[config.mk]
export PLATFORM = sky130hd
export DESIGN_NAME = fp36_to_fp32_cvt_flat
export DESIGN_NICKNAME = d
export VERILOG_FILES = /design/src/rtl/fp36_to_fp32_cvt_pkg.sv /design/src/rtl/fp36_to_fp32_cvt_if.sv /design/src/rtl/fp36_to_fp32_cvt_fp_rne_inc.sv /design/src/rtl/fp36_to_fp32_cvt.sv /design/src/flat_wrapper.sv
export SDC_FILE = /design/constraint.sdc
export NUM_CORES = 1
export LEC_CHECK = 0
export CAP_MARGIN = 20
export CORE_MARGIN = 5
export CORE_UTILIZATION = 50
export CTS_BUF_LIST = sky130_fd_sc_hd__clkbuf_16
export DETAILED_ROUTE_END_ITERATION = 7
export PLACE_DENSITY = 0.79
export SETUP_SLACK_MARGIN = 0.02
export SKIP_LAST_GASP = 1
export SYNTH_ARGS = -nofsm -noshare
export SYNTH_HDL_FRONTEND = slang
export SYNTH_SLANG_ARGS = --single-unit
export TNS_END_PERCENT = 1
[constraint.sdc]
create_clock -name iCLOCK -period 5 [get_ports iCLOCK]
set_input_delay 1 -clock iCLOCK [delete_from_list [all_inputs] [get_ports iCLOCK]]
set_output_delay 1 -clock iCLOCK [all_outputs]
set_load 0.02 [all_outputs]
[src/rtl/fp36_to_fp32_cvt_pkg.sv]
// Shared fp36/fp32 format constants, the operand class enum and the fp36 classifier.
// fmul_36bit is expected to import this package as well.
package fp36_pkg;

    localparam int FP36_EXP_W  = 11;
    localparam int FP36_FRAC_W = 24;
    localparam int FP32_EXP_W  = 8;
    localparam int FP32_FRAC_W = 23;

    localparam int FP36_BIAS = 1023;
    localparam int FP32_BIAS = 127;
    localparam int REBIAS    = FP36_BIAS - FP32_BIAS;

    localparam logic [FP32_EXP_W-1:0]  FP32_EXP_MAX   = 8'hFF;
    localparam logic [FP32_FRAC_W-1:0] FP32_QNAN_FRAC = 23'h400000;

    typedef enum logic [2:0] {
        ZERO,
        NORM,
        UDF,
        INF,
        NAN
    } fp_class_e;

    // Underflow is judged on the pre-round exponent, so fp36 denormals land in UDF too.
    function automatic fp_class_e fp36_classify(input logic [FP36_EXP_W-1:0]  e,
                                                input logic [FP36_FRAC_W-1:0] f);
        if (e == '1) begin
            return (f == '0) ? INF : NAN;
        end
        if (e == '0 && f == '0) begin
            return ZERO;
        end
        if (e <= FP36_EXP_W'(REBIAS)) begin
            return UDF;
        end
        return NORM;
    endfunction

endpackage

[src/rtl/fp36_to_fp32_cvt_if.sv]
// REQ/BUSY streaming bus between fmul_36bit (master) and the fp36->fp32 narrowing stage (slave).
interface fp36_to_fp32_cvt_if;

    logic        iDATA_REQ;
    logic        oDATA_BUSY;
    logic [35:0] iDATA;
    logic        oDATA_VALID;
    logic        iDATA_BUSY;
    logic [31:0] oDATA;
    logic [2:0]  oFLAG;

    modport slave (
        input  iDATA_REQ,
        input  iDATA,
        input  iDATA_BUSY,
        output oDATA_BUSY,
        output oDATA_VALID,
        output oDATA,
        output oFLAG
    );

    modport master (
        output iDATA_REQ,
        output iDATA,
        output iDATA_BUSY,
        input  oDATA_BUSY,
        input  oDATA_VALID,
        input  oDATA,
        input  oFLAG
    );

endinterface

[src/rtl/fp36_to_fp32_cvt_fp_rne_inc.sv]
// Round-to-nearest-even increment of a W-bit mantissa from {lsb, guard, sticky}.
// The carry-out tells the caller to bump the exponent; the mantissa wraps to zero in that case.
module fp_rne_inc #(
    parameter int W = 23
) (
    input  logic [W-1:0] mant_i,
    input  logic         lsb_i,
    input  logic         guard_i,
    input  logic         sticky_i,
    output logic [W-1:0] mant_o,
    output logic         carry_o
);

    logic inc;

    assign inc               = guard_i & (lsb_i | sticky_i);
    assign {carry_o, mant_o} = {1'b0, mant_i} + {{W{1'b0}}, inc};

endmodule

[src/rtl/fp36_to_fp32_cvt.sv]
// Two-stage fp36 -> IEEE single converter (RNE, flush-to-zero) with REQ/BUSY flow control.
// Stage 1 classifies and rebiases; stage 2 rounds, detects overflow and packs the result.
module fp36_to_fp32_cvt
    import fp36_pkg::*;
(
    input  logic              iCLOCK,
    input  logic              iRESET_SYNC,
    fp36_to_fp32_cvt_if.slave bus
);

    logic adv;

    logic                   inSign;
    logic [FP36_EXP_W-1:0]  inExp;
    logic [FP36_FRAC_W-1:0] inFrac;

    logic                   s1Valid_q;
    logic                   s1Sign_q,  s1Sign_d;
    fp_class_e              s1Class_q, s1Class_d;
    logic [FP32_EXP_W-1:0]  s1Exp_q,   s1Exp_d;
    logic                   s1ExpBig_q, s1ExpBig_d;
    logic [FP32_FRAC_W-1:0] s1Frac_q,  s1Frac_d;
    logic                   s1Guard_q, s1Guard_d;

    logic [FP32_FRAC_W-1:0] rndFrac;
    logic                   rndCarry;
    logic [FP32_EXP_W:0]    expRnd;

    logic        outValid_q;
    logic [31:0] outData_q, outData_d;
    logic [2:0]  outFlag_q, outFlag_d;

    assign adv = !(outValid_q && bus.iDATA_BUSY) && !iRESET_SYNC;

    assign bus.oDATA_BUSY  = !adv;
    assign bus.oDATA_VALID = outValid_q;
    assign bus.oDATA       = outData_q;
    assign bus.oFLAG       = outFlag_q;

    assign {inSign, inExp, inFrac} = bus.iDATA;

    // Only the low 8 bits of the rebiased exponent travel on; anything at or above
    // the fp32 all-ones exponent is carried as a separate flag instead.
    always_comb begin
        s1Sign_d   = inSign;
        s1Class_d  = fp36_classify(inExp, inFrac);
        s1Exp_d    = inExp[FP32_EXP_W-1:0] - FP32_EXP_W'(REBIAS);
        s1ExpBig_d = (inExp >= FP36_EXP_W'(REBIAS + 255));
        s1Frac_d   = inFrac[FP36_FRAC_W-1:1];
        s1Guard_d  = inFrac[0];
    end

    always_ff @(posedge iCLOCK) begin
        if (iRESET_SYNC) begin
            s1Valid_q  <= 1'b0;
            s1Sign_q   <= 1'b0;
            s1Class_q  <= ZERO;
            s1Exp_q    <= '0;
            s1ExpBig_q <= 1'b0;
            s1Frac_q   <= '0;
            s1Guard_q  <= 1'b0;
        end else if (adv) begin
            s1Valid_q <= bus.iDATA_REQ;
            if (bus.iDATA_REQ) begin
                s1Sign_q   <= s1Sign_d;
                s1Class_q  <= s1Class_d;
                s1Exp_q    <= s1Exp_d;
                s1ExpBig_q <= s1ExpBig_d;
                s1Frac_q   <= s1Frac_d;
                s1Guard_q  <= s1Guard_d;
            end
        end
    end

    // Guard is the dropped fp36 fraction bit; there is no sticky when narrowing 24 -> 23 bits.
    fp_rne_inc #(
        .W(FP32_FRAC_W)
    ) uRneInc (
        .mant_i   (s1Frac_q),
        .lsb_i    (s1Frac_q[0]),
        .guard_i  (s1Guard_q),
        .sticky_i (1'b0),
        .mant_o   (rndFrac),
        .carry_o  (rndCarry)
    );

    always_comb begin
        outData_d = '0;
        outFlag_d = '0;
        expRnd    = {1'b0, s1Exp_q} + {{FP32_EXP_W{1'b0}}, rndCarry};
        case (s1Class_q)
            NORM: begin
                if (s1ExpBig_q || expRnd >= (FP32_EXP_W+1)'(FP32_EXP_MAX)) begin
                    outData_d = {s1Sign_q, FP32_EXP_MAX, {FP32_FRAC_W{1'b0}}};
                    outFlag_d = 3'b101;
                end else begin
                    outData_d = {s1Sign_q, expRnd[FP32_EXP_W-1:0], rndFrac};
                    outFlag_d = {2'b00, s1Guard_q};
                end
            end
            UDF: begin
                outData_d = {s1Sign_q, 31'h0};
                outFlag_d = 3'b011;
            end
            ZERO: begin
                outData_d = {s1Sign_q, 31'h0};
            end
            INF: begin
                outData_d = {s1Sign_q, FP32_EXP_MAX, {FP32_FRAC_W{1'b0}}};
            end
            NAN: begin
                outData_d = {s1Sign_q, FP32_EXP_MAX, FP32_QNAN_FRAC};
            end
            default: begin
                outData_d = '0;
                outFlag_d = '0;
            end
        endcase
    end

    always_ff @(posedge iCLOCK) begin
        if (iRESET_SYNC) begin
            outValid_q <= 1'b0;
            outData_q  <= '0;
            outFlag_q  <= '0;
        end else if (adv) begin
            outValid_q <= s1Valid_q;
            if (s1Valid_q) begin
                outData_q <= outData_d;
                outFlag_q <= outFlag_d;
            end
        end
    end

endmodule

[src/flat_wrapper.sv]
// flat-port wrapper written by rule: the top's interface ports become plain ports
module fp36_to_fp32_cvt_flat import fp36_pkg::*;
  (iCLOCK, iRESET_SYNC, bus_iDATA_REQ, bus_iDATA, bus_iDATA_BUSY, bus_oDATA_BUSY, bus_oDATA_VALID, bus_oDATA, bus_oFLAG);
  fp36_to_fp32_cvt_if bus_i ();
  input  logic iCLOCK;
  input  logic iRESET_SYNC;
  input wire logic [$bits(bus_i.iDATA_REQ)-1:0] bus_iDATA_REQ;
  input wire logic [$bits(bus_i.iDATA)-1:0] bus_iDATA;
  input wire logic [$bits(bus_i.iDATA_BUSY)-1:0] bus_iDATA_BUSY;
  output wire logic [$bits(bus_i.oDATA_BUSY)-1:0] bus_oDATA_BUSY;
  output wire logic [$bits(bus_i.oDATA_VALID)-1:0] bus_oDATA_VALID;
  output wire logic [$bits(bus_i.oDATA)-1:0] bus_oDATA;
  output wire logic [$bits(bus_i.oFLAG)-1:0] bus_oFLAG;
  assign bus_i.iDATA_REQ = bus_iDATA_REQ;
  assign bus_i.iDATA = bus_iDATA;
  assign bus_i.iDATA_BUSY = bus_iDATA_BUSY;
  assign bus_oDATA_BUSY = bus_i.oDATA_BUSY;
  assign bus_oDATA_VALID = bus_i.oDATA_VALID;
  assign bus_oDATA = bus_i.oDATA;
  assign bus_oFLAG = bus_i.oFLAG;
  fp36_to_fp32_cvt u_core (.iCLOCK(iCLOCK), .iRESET_SYNC(iRESET_SYNC), .bus(bus_i));
endmodule
# Word-level counts from Yosys, hierarchy flattened

Cells that the tools add are included.

Register bits after elaboration: 74
Output and inout bits: 37
Logic and storage cells: 52

Add/subtract/negate cells: 3
Order comparisons: 3
Eq/ne operators: 5
Multiplexer cells: 17
Bitwise gates (word level): 1
Reductions and logical operators: 13

Operator list:

| kind                   | count |
|---|---|
| $pmux W32 S4           | 1 |
| $mux W31               | 1 |
| $add A23 B1 Y24        | 1 |
| $logic_not A24 Y1      | 1 |
| $mux W3                | 8 |
| $eq A11 B11 Y1 const B | 1 |
| $ge A11 B11 Y1 const B | 1 |
| $le A11 B10 Y1 const B | 1 |
| $logic_not A11 Y1      | 1 |
| $add A8 B1 Y9          | 1 |
| $ge A9 B8 Y1 const B   | 1 |
| $sub A8 B8 Y8 const B  | 1 |
| $eq A3 B2 Y1 const B   | 2 |
| $mux W1                | 6 |
| $pmux W3 S2            | 1 |
| $reduce_and A2 Y1      | 2 |
| $eq A3 B1 Y1 const B   | 1 |
| $eq A3 B3 Y1 const B   | 1 |
| $logic_and A1 B1 Y1    | 3 |
| $logic_not A1 Y1       | 3 |
| $logic_not A3 Y1       | 1 |
| $reduce_or A2 Y1       | 1 |
| $and A1 B1 Y1          | 1 |
| $logic_or A1 B1 Y1     | 1 |

# Logic depth before layout (Yosys ltp)

Gate-level depths: netlist (run 1).

Word-level depth: 9
Depth in mapped cells: 13
Mapped depth without buffers: 11

# By module

Synthesis (run 1) repeated with hierarchy kept, for this count alone.

Cells, all modules: 407
Area, all modules: 3484.6 um^2

By module, submodules not included:

| module           | instances | cells an instance | area an instance (um^2) | seq. area each (um^2) |
|---|---|---|---|---|
| fp36_to_fp32_cvt | 1         | 336               | 2987.9                  | 1481.4 |
| fp_rne_inc       | 1         | 71                | 496.7                   | 0.0 |

# Worst setup path before layout (run 1)

Ideal clock, no wire load.

Path type: register to register
Start: reg u_core.s1Frac_q[1]
End: reg u_core.outData_q[22], in the netlist u_core.bus.oDATA[22]
Setup time: 0.079 ns
Arrival: 2.584 ns
Required time: 4.921 ns
Path slack: 2.338 ns
Cell stages (with the launch flop): 14
Period minus slack after synthesis: 2.662 ns
Path through: dfxtp_1 nand3_1 nor2_1 nand3_1 nor4_1 and2_1 ha_1 and3_1 buf_6 nand3b_1 a221oi_2 or3_4 buf_6 o22ai_4

Word-level cells in the longest chain between the ends: 6

Ends and longest elaborated chain:

| item                     | RTL line                          | text |
|---|---|---|
| start: declaration       | fp36_to_fp32_cvt.sv:22            | `logic [FP32_FRAC_W-1:0] s1Frac_q, s1Frac_d;` |
| start signal: assignment | fp36_to_fp32_cvt.sv:69            | `s1Frac_q <= s1Frac_d;` |
| $add A23 B1 Y24 *        | fp36_to_fp32_cvt_fp_rne_inc.sv:17 | `assign {carry_o, mant_o} = {1'b0, mant_i} + {{W{1'b0}}, inc};` |
| $add A8 B1 Y9            | fp36_to_fp32_cvt.sv:90            | `expRnd = {1'b0, s1Exp_q} + {{FP32_EXP_W{1'b0}}, rndCarry};` |
| $ge A9 B8 Y1             | fp36_to_fp32_cvt.sv:93            | `if (s1ExpBig_q \|\| expRnd >= (FP32_EXP_W+1)'(FP32_EXP_MAX)) begin` |
| $logic_or A1 B1 Y1       | fp36_to_fp32_cvt.sv:93            |  |
| $mux W31 *               | fp36_to_fp32_cvt.sv:93            |  |
| $pmux W32 S4 *           | fp36_to_fp32_cvt.sv:91            | `case (s1Class_q)` |
| end signal: assignment   | fp36_to_fp32_cvt.sv:129           | `outData_q <= outData_d;` |
| end: declaration         | fp36_to_fp32_cvt.sv:30            | `logic [31:0] outData_q, outData_d;` |

Mark *: on every way between the ends. The rest lies on a longest branch, timed or not.
A chain may end at the register's enable or synchronous reset.

# Final worst setup path (run 1)

Start: in iRESET_SYNC
End: out bus_oDATA_BUSY

Word-level cells in the longest chain between the ends: 3

Ends and longest elaborated chain:

| item                | RTL line               | text |
|---|---|---|
| start: declaration  | flat_wrapper.sv:6      | `input logic iRESET_SYNC;` |
| $logic_not A1 Y1    | fp36_to_fp32_cvt.sv:33 | `assign adv = !(outValid_q && bus.iDATA_BUSY) && !iRESET_SYNC;` |
| $logic_and A1 B1 Y1 | fp36_to_fp32_cvt.sv:33 |  |
| $logic_not A1 Y1    | fp36_to_fp32_cvt.sv:35 | `assign bus.oDATA_BUSY = !adv;` |
| end: declaration    | flat_wrapper.sv:10     | `output wire logic [$bits(bus_i.oDATA_BUSY)-1:0] bus_oDATA_BUSY;` |

No other way between the ends.

==> out/metrics.json, run 1 <==
{
  "global_routing": {
    "antenna_found_initial": 0,
    "global_route_total_usage_across_every_layer_pct": 20.9,
    "grt_start_max_net_pins": 38,
    "vias_in_the_first_global_route": 3076,
    "grt-ovfl-total": 0,
    "global_route_wire_length_before_repair_mm": 14.5
  },
  "synth": {
    "ys_seq_area_share_pct": 43.3,
    "netlist_instances": 417,
    "netlist.top_cell.by_area": "sky130_fd_sc_hd__dfxtp_1",
    "synth.cell_area_um2": 3420,
    "post_synth_main_area_contributors": "sky130_fd_sc_hd__dfxtp_1 43%, sky130_fd_sc_hd__nand2_1 12%, sky130_fd_sc_hd__nand3_1 7.0%, sky130_fd_sc_hd__o21ai_2 4.9%, sky130_fd_sc_hd__xor2_1 3.8%",
    "synth-seq-cells": 74,
    "post_synth_most_frequent_cells": "109 x sky130_fd_sc_hd__nand2_1, 74 x sky130_fd_sc_hd__dfxtp_1, 48 x sky130_fd_sc_hd__nand3_1, 19 x sky130_fd_sc_hd__o21ai_2",
    "synth_warnings": 0,
    "ys_async_sr_fraction_pct": 0,
    "yosysUniqueCellTypes": 44,
    "mappedNetlistNets": 460,
    "yosysMostFrequentCell": "sky130_fd_sc_hd__nand2_1",
    "ys_dominant_reg_cell": "sky130_fd_sc_hd__dfxtp_1",
    "synth_enable_flop_cells": 0,
    "synth_top_cell_area_share_pct": 43.3,
    "synthesis.area_per_instance_um2": 8.21
  },
  "timing": {
    "max_freq_mhz": 277,
    "timing.hold.ws_ps": 453,
    "min_tclk_post_route_ps": 3620,
    "final_max_slew_viol_count": 0,
    "timing.slew.headroom_pct": 56.5,
    "rsz_0062_raised_after_global_routing": "no",
    "timing_hold_violations_final": 0,
    "report.final.setup_viol": 0,
    "clock-skew-final_ps": 5.56,
    "worst-slew-pin-transition_ps": 652,
    "setup_ws_ps": 1380,
    "final.period_utilization_pct": 72.3,
    "setup_tns_ps": 0
  },
  "worst_setup_path": {
    "wp_data_arrival_ps": 2620,
    "crit_path_max_fanout": 12,
    "setup_crit_path_kind": "in -> out",
    "critPathCaptureType": "output port",
    "cp-start-kind": "primary input",
    "cp.required_ps": 4000
  },
  "clocking": {
    "cts-hold-fix-buffers": 0,
    "cts_buffers": 9,
    "clock_latency_ps": 330,
    "cts_sinks": 74,
    "cts-resized-gates": 0,
    "htree_num_levels": 3,
    "cts.clk_slew.worst_paths_ps": 60,
    "cts-root-to-sink-buffers": 2,
    "cts.repair_timing.setup_buffer_count": 0,
    "clock_tree_from_tritoncts": "built",
    "root_cell_of_the_clock_tree": "sky130_fd_sc_hd__clkbuf_16"
  },
  "power": {
    "power_after_layout_w": 0.00151,
    "powerDensity_nw_per_um2": 332,
    "leakagePower_nw": 1.76,
    "ir_worst_vdd_mv": 0.199
  },
  "detailed_routing": {
    "totalWireLength_mm": 8.69,
    "detailroute.via_count": 3225,
    "post-route-drc-count": 0,
    "drt_pass1_iterations": 5,
    "detailedRoute.firstIterationViolations": 167,
    "wire_per_inst_um": 15.1,
    "drt-vias-per-instance": 5.62,
    "ant_nets": 0
  },
  "finish": {
    "fill_cells": 553,
    "layout.nets": 532,
    "antenna-diode-count": 0,
    "sequential_cell_area_um2": 1480,
    "post_route_cells_drive_above_1_share_pct": 8.91,
    "post-route-util_pct": 67.7,
    "syn_to_final_growth_pct": 32.9,
    "multi_input_area_um2": 1840
  },
  "placement": {
    "io_buffer_count": 76,
    "place.gp.congestion": 0.846,
    "pre_cts_slack_ps": 1400,
    "place_hpwl_mm": 6.20
  },
  "run_status": {
    "status": "finished clean"
  },
  "floorplanning": {
    "core_region_area_um2": 6720,
    "total_die_area_um2": 8600,
    "ioPinCount": 77,
    "row_count": 30,
    "starting_utilization_of_the_core_area_pct": 50.9,
    "die_h_um": 92.7,
    "die_width_um": 92.7
  },
  "flow_run": {
    "drv_cap": 0
  },
  "worst_hold_path": {
    "timing.hold.worst.class": "reg -> reg"
  }
}
## worst paths after layout
| path | startpoint | to | slack (ps) | cells after the start |
|---|---|---|---|---|
| max reg2reg | u_core.s1Guard_q | u_core.bus.oDATA[0] | 1680 | 11 |
| min reg2reg | u_core.bus.oDATA[16] | u_core.bus.oDATA[16] | 450 | 2 |
| max | iRESET_SYNC | bus_oDATA_BUSY | 1380 | 4 |
| min | u_core.bus.oDATA[16] | u_core.bus.oDATA[16] | 450 | 2 |
## placed cells by master (no fill, tap or decap), types with 9 or more instances in the layout
cell / count
sky130_fd_sc_hd__dfxtp_1: 74
sky130_fd_sc_hd__clkdlybuf4s50_1: 76
sky130_fd_sc_hd__a21oi_1: 14
sky130_fd_sc_hd__clkbuf_16: 9
sky130_fd_sc_hd__o21ai_2: 19
sky130_fd_sc_hd__xnor2_1: 11
sky130_fd_sc_hd__o21ai_0: 14
sky130_fd_sc_hd__nor2_1: 12
sky130_fd_sc_hd__nand3_1: 48
sky130_fd_sc_hd__nand2_1: 109
sky130_fd_sc_hd__nor4_1: 9
sky130_fd_sc_hd__xor2_1: 15
## area by class of cell
cell class / count / area share (%)
multi-input combinational: 321 / 40.4
sequential: 74 / 32.6
timing repair buffer: 79 / 17.2
clock buffer: 9 / 4.95
clock inverter: 7 / 2.37
tap: 80 / 2.20
inverter: 4 / 0.330
## through the flow
step,cell area (µm²),cells
2_1_floorplan,3420,417
3_3_place_gp,4220,558
3_5_place_dp,4220,558
4_1_cts,4550,574
5_1_grt,4550,574
6_report,4550,574
## kinds of logic (layout without fill, tap and decap cells)
logic type,after synthesis,after routing,share of synthesized area [%]
mux,1,1,0.293
xor+xnor,26,26,6.65
compound gates,68,68,14.1
flops,74,74,43.3
simple gates,223,223,31.4
buf+inv,22,99,3.14
fa+ha+maj,3,3,1.10
## power by group
group | internal, W | switching [W]
clock | 0.000482 | 0.000239
combinational | 0.0000660 | 0.0000714
sequential | 0.000617 | 0.0000350
total | 0.00116 | 0.000345
## registers in the layout, summed over array words and instances (netlist names)
register and count:
u_core.bus.oFLAG 3, u_core.bus.oDATA_VALID 1, u_core.s1Frac_q 23, u_core.s1Sign_q 1
u_core.bus.oDATA 32, u_core.s1Class_q 3, u_core.s1Guard_q 1, u_core.s1ExpBig_q 1
u_core.s1Exp_q 8, u_core.s1Valid_q 1
## critical path, cell delays in order
cell and delay [ps]:
sky130_fd_sc_hd__clkdlybuf4s50_1 690, sky130_fd_sc_hd__a21oi_2 330, sky130_fd_sc_hd__inv_1 60, sky130_fd_sc_hd__clkdlybuf4s50_1 530
## routing by layer
layer | track usage [%] | routed length, µm
met4 | 5.98 | 102
met5 | 0 | 0
met2 | 33.7 | 4110
met3 | 4.63 | 508
met1 | 28.0 | 3970
No activity file was read; power rests on OpenSTA's default activity.
==> inputs of run 2 (changes only) <==
clock period = 3.8 ns   (was 5 ns; I/O delays follow)
==> run 2 against run 1 <==
  * First-iteration DRC count increased by 43%
  * Clock power increased by 40%
  * Sequential share of layout area decreased by 0.23 points
  * Count of clock-buffer cells in the layout unchanged
  * Via count increased by 0.93%
  * Setup slack got worse by 830 ps
  * Cell area increased by 0.72%
  * Highest routed layer unchanged
==> out/metrics.json, run 2 (synthesis results as in run 1) <==
{
  "detailed_routing": {
    "ant_nets": {"value": 0, "change": "unchanged"},
    "post-route-drc-count": {"value": 0, "change": "unchanged"},
    "detailedRoute.firstIterationViolations": {"value": 238, "change": "+43%"},
    "wire_per_inst": {"value": 15.2, "unit": "µm", "change": "+0.66%"},
    "detailroute.via_count": {"value": 3255, "change": "+0.93%"},
    "drt_pass1_iterations": {"value": 4, "change": "-1"},
    "totalWireLength": {"value": 8.77, "unit": "mm", "change": "+0.84%"},
    "drt-vias-per-instance": {"value": 5.66, "change": "+0.75%"}
  },
  "placement": {
    "placedInstanceArea": {"value": 4220, "unit": "µm²", "change": "+0.18%"},
    "pre_cts_slack": {"value": 638, "unit": "ps", "change": "-761 ps"},
    "io_buffer_count": {"value": 76, "change": "unchanged"},
    "dp.cells": {"value": 559, "change": "+0.18%"},
    "place_hpwl": {"value": 6.40, "unit": "mm", "change": "+3.2%"},
    "place.gp.congestion": {"value": 0.890, "change": "+5.2%"}
  },
  "timing": {
    "setup_ws": {"value": 555, "unit": "ps", "change": "-829 ps"},
    "setup_tns": {"value": 0, "unit": "ps", "change": "unchanged"},
    "worst-slew-pin-transition": {"value": 875, "unit": "ps", "change": "+223 ps"},
    "timing.slew.headroom": {"value": 41.7, "unit": "%", "change": "-15 points"},
    "clock-skew-final": {"value": 6.56, "unit": "ps", "change": "+1.01 ps"},
    "timing_hold_violations_final": {"value": 0, "change": "unchanged"},
    "max_freq_mhz": 308,
    "final.period_utilization_pct": 85.4,
    "report.final.setup_viol": {"value": 0, "change": "unchanged"},
    "final_max_slew_viol_count": {"value": 0, "change": "unchanged"},
    "rsz_0062_raised_after_global_routing": "no",
    "min_tclk_post_route_ps": 3250
  },
  "floorplanning": {
    "total_die_area": {"value": 8600, "unit": "µm²", "change": "unchanged"},
    "die_width": {"value": 92.7, "unit": "µm", "change": "unchanged"},
    "core_region_area": {"value": 6720, "unit": "µm²", "change": "unchanged"},
    "starting_utilization_of_the_core_area": {"value": 50.9, "unit": "%", "change": "unchanged"},
    "row_count": {"value": 30, "change": "unchanged"},
    "die_h": {"value": 92.7, "unit": "µm", "change": "unchanged"},
    "ioPinCount": {"value": 77, "change": "unchanged"}
  },
  "worst_setup_path": {
    "crit_path_cell_trace": "nand3_1 > nor2_1 > nand3_1 > nor4_1 > and2_1 > ha_1 > and3_1 > o21ai_1 > a221oi_2 > or3_4 > o21ai_0",
    "library_cell_contributing_the_largest_single_delay_on_the_critical_path": "sky130_fd_sc_hd__or3_4",
    "cp-start-kind": "flop",
    "wp_data_arrival": {"value": 3430, "unit": "ps", "change": "+810 ps"},
    "timing.critical_path.slowest_cell_delay": {"value": 450, "unit": "ps", "change": "-240 ps"},
    "critPathCaptureType": "flop",
    "cp.required": {"value": 3990, "unit": "ps", "change": "about the same"},
    "crit_path_max_fanout": {"value": 23, "change": "+11"},
    "cpMostUsedCell": "sky130_fd_sc_hd__nand3_1",
    "setup_crit_path_kind": "reg -> reg"
  },
  "finish": {
    "syn_to_final_growth_pct": 33.9,
    "largest_reg_flops": {"value": 32, "change": "unchanged"},
    "final-instance-count-excl-fill": {"value": 575, "change": "+0.17%"},
    "mostFrequentLayoutCells": "109 x sky130_fd_sc_hd__nand2_1, 76 x sky130_fd_sc_hd__clkdlybuf4s50_1, 74 x sky130_fd_sc_hd__dfxtp_1, 48 x sky130_fd_sc_hd__nand3_1, 19 x sky130_fd_sc_hd__o21ai_2",
    "finish.instance_area": {"value": 4580, "unit": "µm²", "change": "+0.72%"},
    "layout.nets": {"value": 533, "change": "+0.19%"},
    "most_common_library_cell_in_the_layout_ignoring_fill_and_taps": "sky130_fd_sc_hd__nand2_1",
    "antenna-diode-count": {"value": 0, "change": "unchanged"},
    "post_route_cells_drive_above_1_share": {"value": 9.09, "unit": "%", "change": "+0.18 points"},
    "post-route-util": {"value": 68.2, "unit": "%", "change": "+0.48 points"}
  },
  "clocking": {
    "cts-resized-gates": {"value": 0, "change": "unchanged"},
    "cts_buffers": {"value": 9, "change": "unchanged"},
    "htree_num_levels": {"value": 3, "change": "unchanged"},
    "root_cell_of_the_clock_tree": "sky130_fd_sc_hd__clkbuf_16",
    "clock_latency": {"value": 320, "unit": "ps", "change": "about the same"},
    "clock_tree_from_tritoncts": "built",
    "cts.clk_slew.worst_paths": {"value": 60, "unit": "ps", "change": "about the same"},
    "cts-hold-fix-buffers": {"value": 0, "change": "unchanged"},
    "cts_sinks": {"value": 74, "change": "unchanged"},
    "cts.repair_timing.setup_buffer_count": {"value": 0, "change": "unchanged"},
    "cts-root-to-sink-buffers": {"value": 2, "change": "unchanged"}
  },
  "global_routing": {
    "grt-ovfl-total": {"value": 0, "change": "unchanged"},
    "antenna_found_initial": {"value": 0, "change": "unchanged"},
    "vias_in_the_first_global_route": {"value": 3022, "change": "-1.8%"},
    "global_route_total_usage_across_every_layer": {"value": 20.8, "unit": "%", "change": "-0.021 points"},
    "global_route_wire_length_before_repair": {"value": 14.4, "unit": "mm", "change": "-0.62%"},
    "grt_start_max_net_pins": {"value": 38, "change": "unchanged"}
  },
  "power": {
    "powerDensity": {"value": 447, "unit": "nW/µm²", "change": "+35%"},
    "leakagePower": {"value": 1.78, "unit": "nW", "change": "+1.1%"},
    "ir_worst_vdd": {"value": 0.244, "unit": "mV", "change": "+23%"}
  },
  "worst_hold_path": {
    "timing.hold.worst.class": "reg -> reg"
  },
  "flow_run": {
    "drv_cap": {"value": 0, "change": "unchanged"}
  },
  "run_status": {
    "status": "finished clean"
  }
}
-- run 2: changes by cell type in the layout (fill, tap and decap cells not counted), sizes merged --
cell / change
buf: +1
clkinv: -2
bufinv: +1
inv: +1
-- run 2: per-stage QoR --
stage	hold WS [ps]	total power, W
after floorplan	434	0.000959
after CTS	455	0.00206
after detailed placement	441	0.00105
after global routing	475	0.00212
final	451	0.00205
after global placement	438	0.00105
-- run 2: layout make-up --
cell class                 instances  area [µm²]
inverter                           4        15.0
tap                               80         100
clock buffer                       9         225
fill                             544        2140
multi-input combinational        321        1840
sequential                        74        1480
clock inverter                     7         133
timing repair buffer              80         791
-- run 2: worst paths after layout --
| check | to | slack, ps | cells past startpoint | start |
|---|---|---|---|---|
| max | u_core.bus.oDATA[3] | 550 | 11 | u_core.s1Frac_q[0] |
| min | u_core.bus.oDATA[6] | 450 | 2 | u_core.bus.oDATA[6] |
| max reg2reg | u_core.bus.oDATA[3] | 550 | 11 | u_core.s1Frac_q[0] |
| min reg2reg | u_core.bus.oDATA[6] | 450 | 2 | u_core.bus.oDATA[6] |
-- run 2: metal layers --
layer | vias to the layer above | wire length (µm) | track usage [%]
met5 | - | 0 | 0
met4 | 0 | 141 | 8.06
met3 | 13 | 638 | 3.66
met2 | 118 | 4140 | 33.6
met1 | 1507 | 3850 | 27.8
li1 | 1617 | - | -
-- run 2: worst max-delay path, delay by kind of cell (launching register included) --
kind	cells	cell delay, ps
simple gates	7	1880
flops	1	370
fa+ha+maj	1	210
compound gates	3	630
-- run 2: power breakdown --
| group | internal, W | total, W | switching, W |
|---|---|---|---|
| Clock | 0.000702 | 0.00101 | 0.000306 |
| Sequential | 0.000811 | 0.000858 | 0.0000463 |
| Combinational | 0.0000876 | 0.000182 | 0.0000944 |
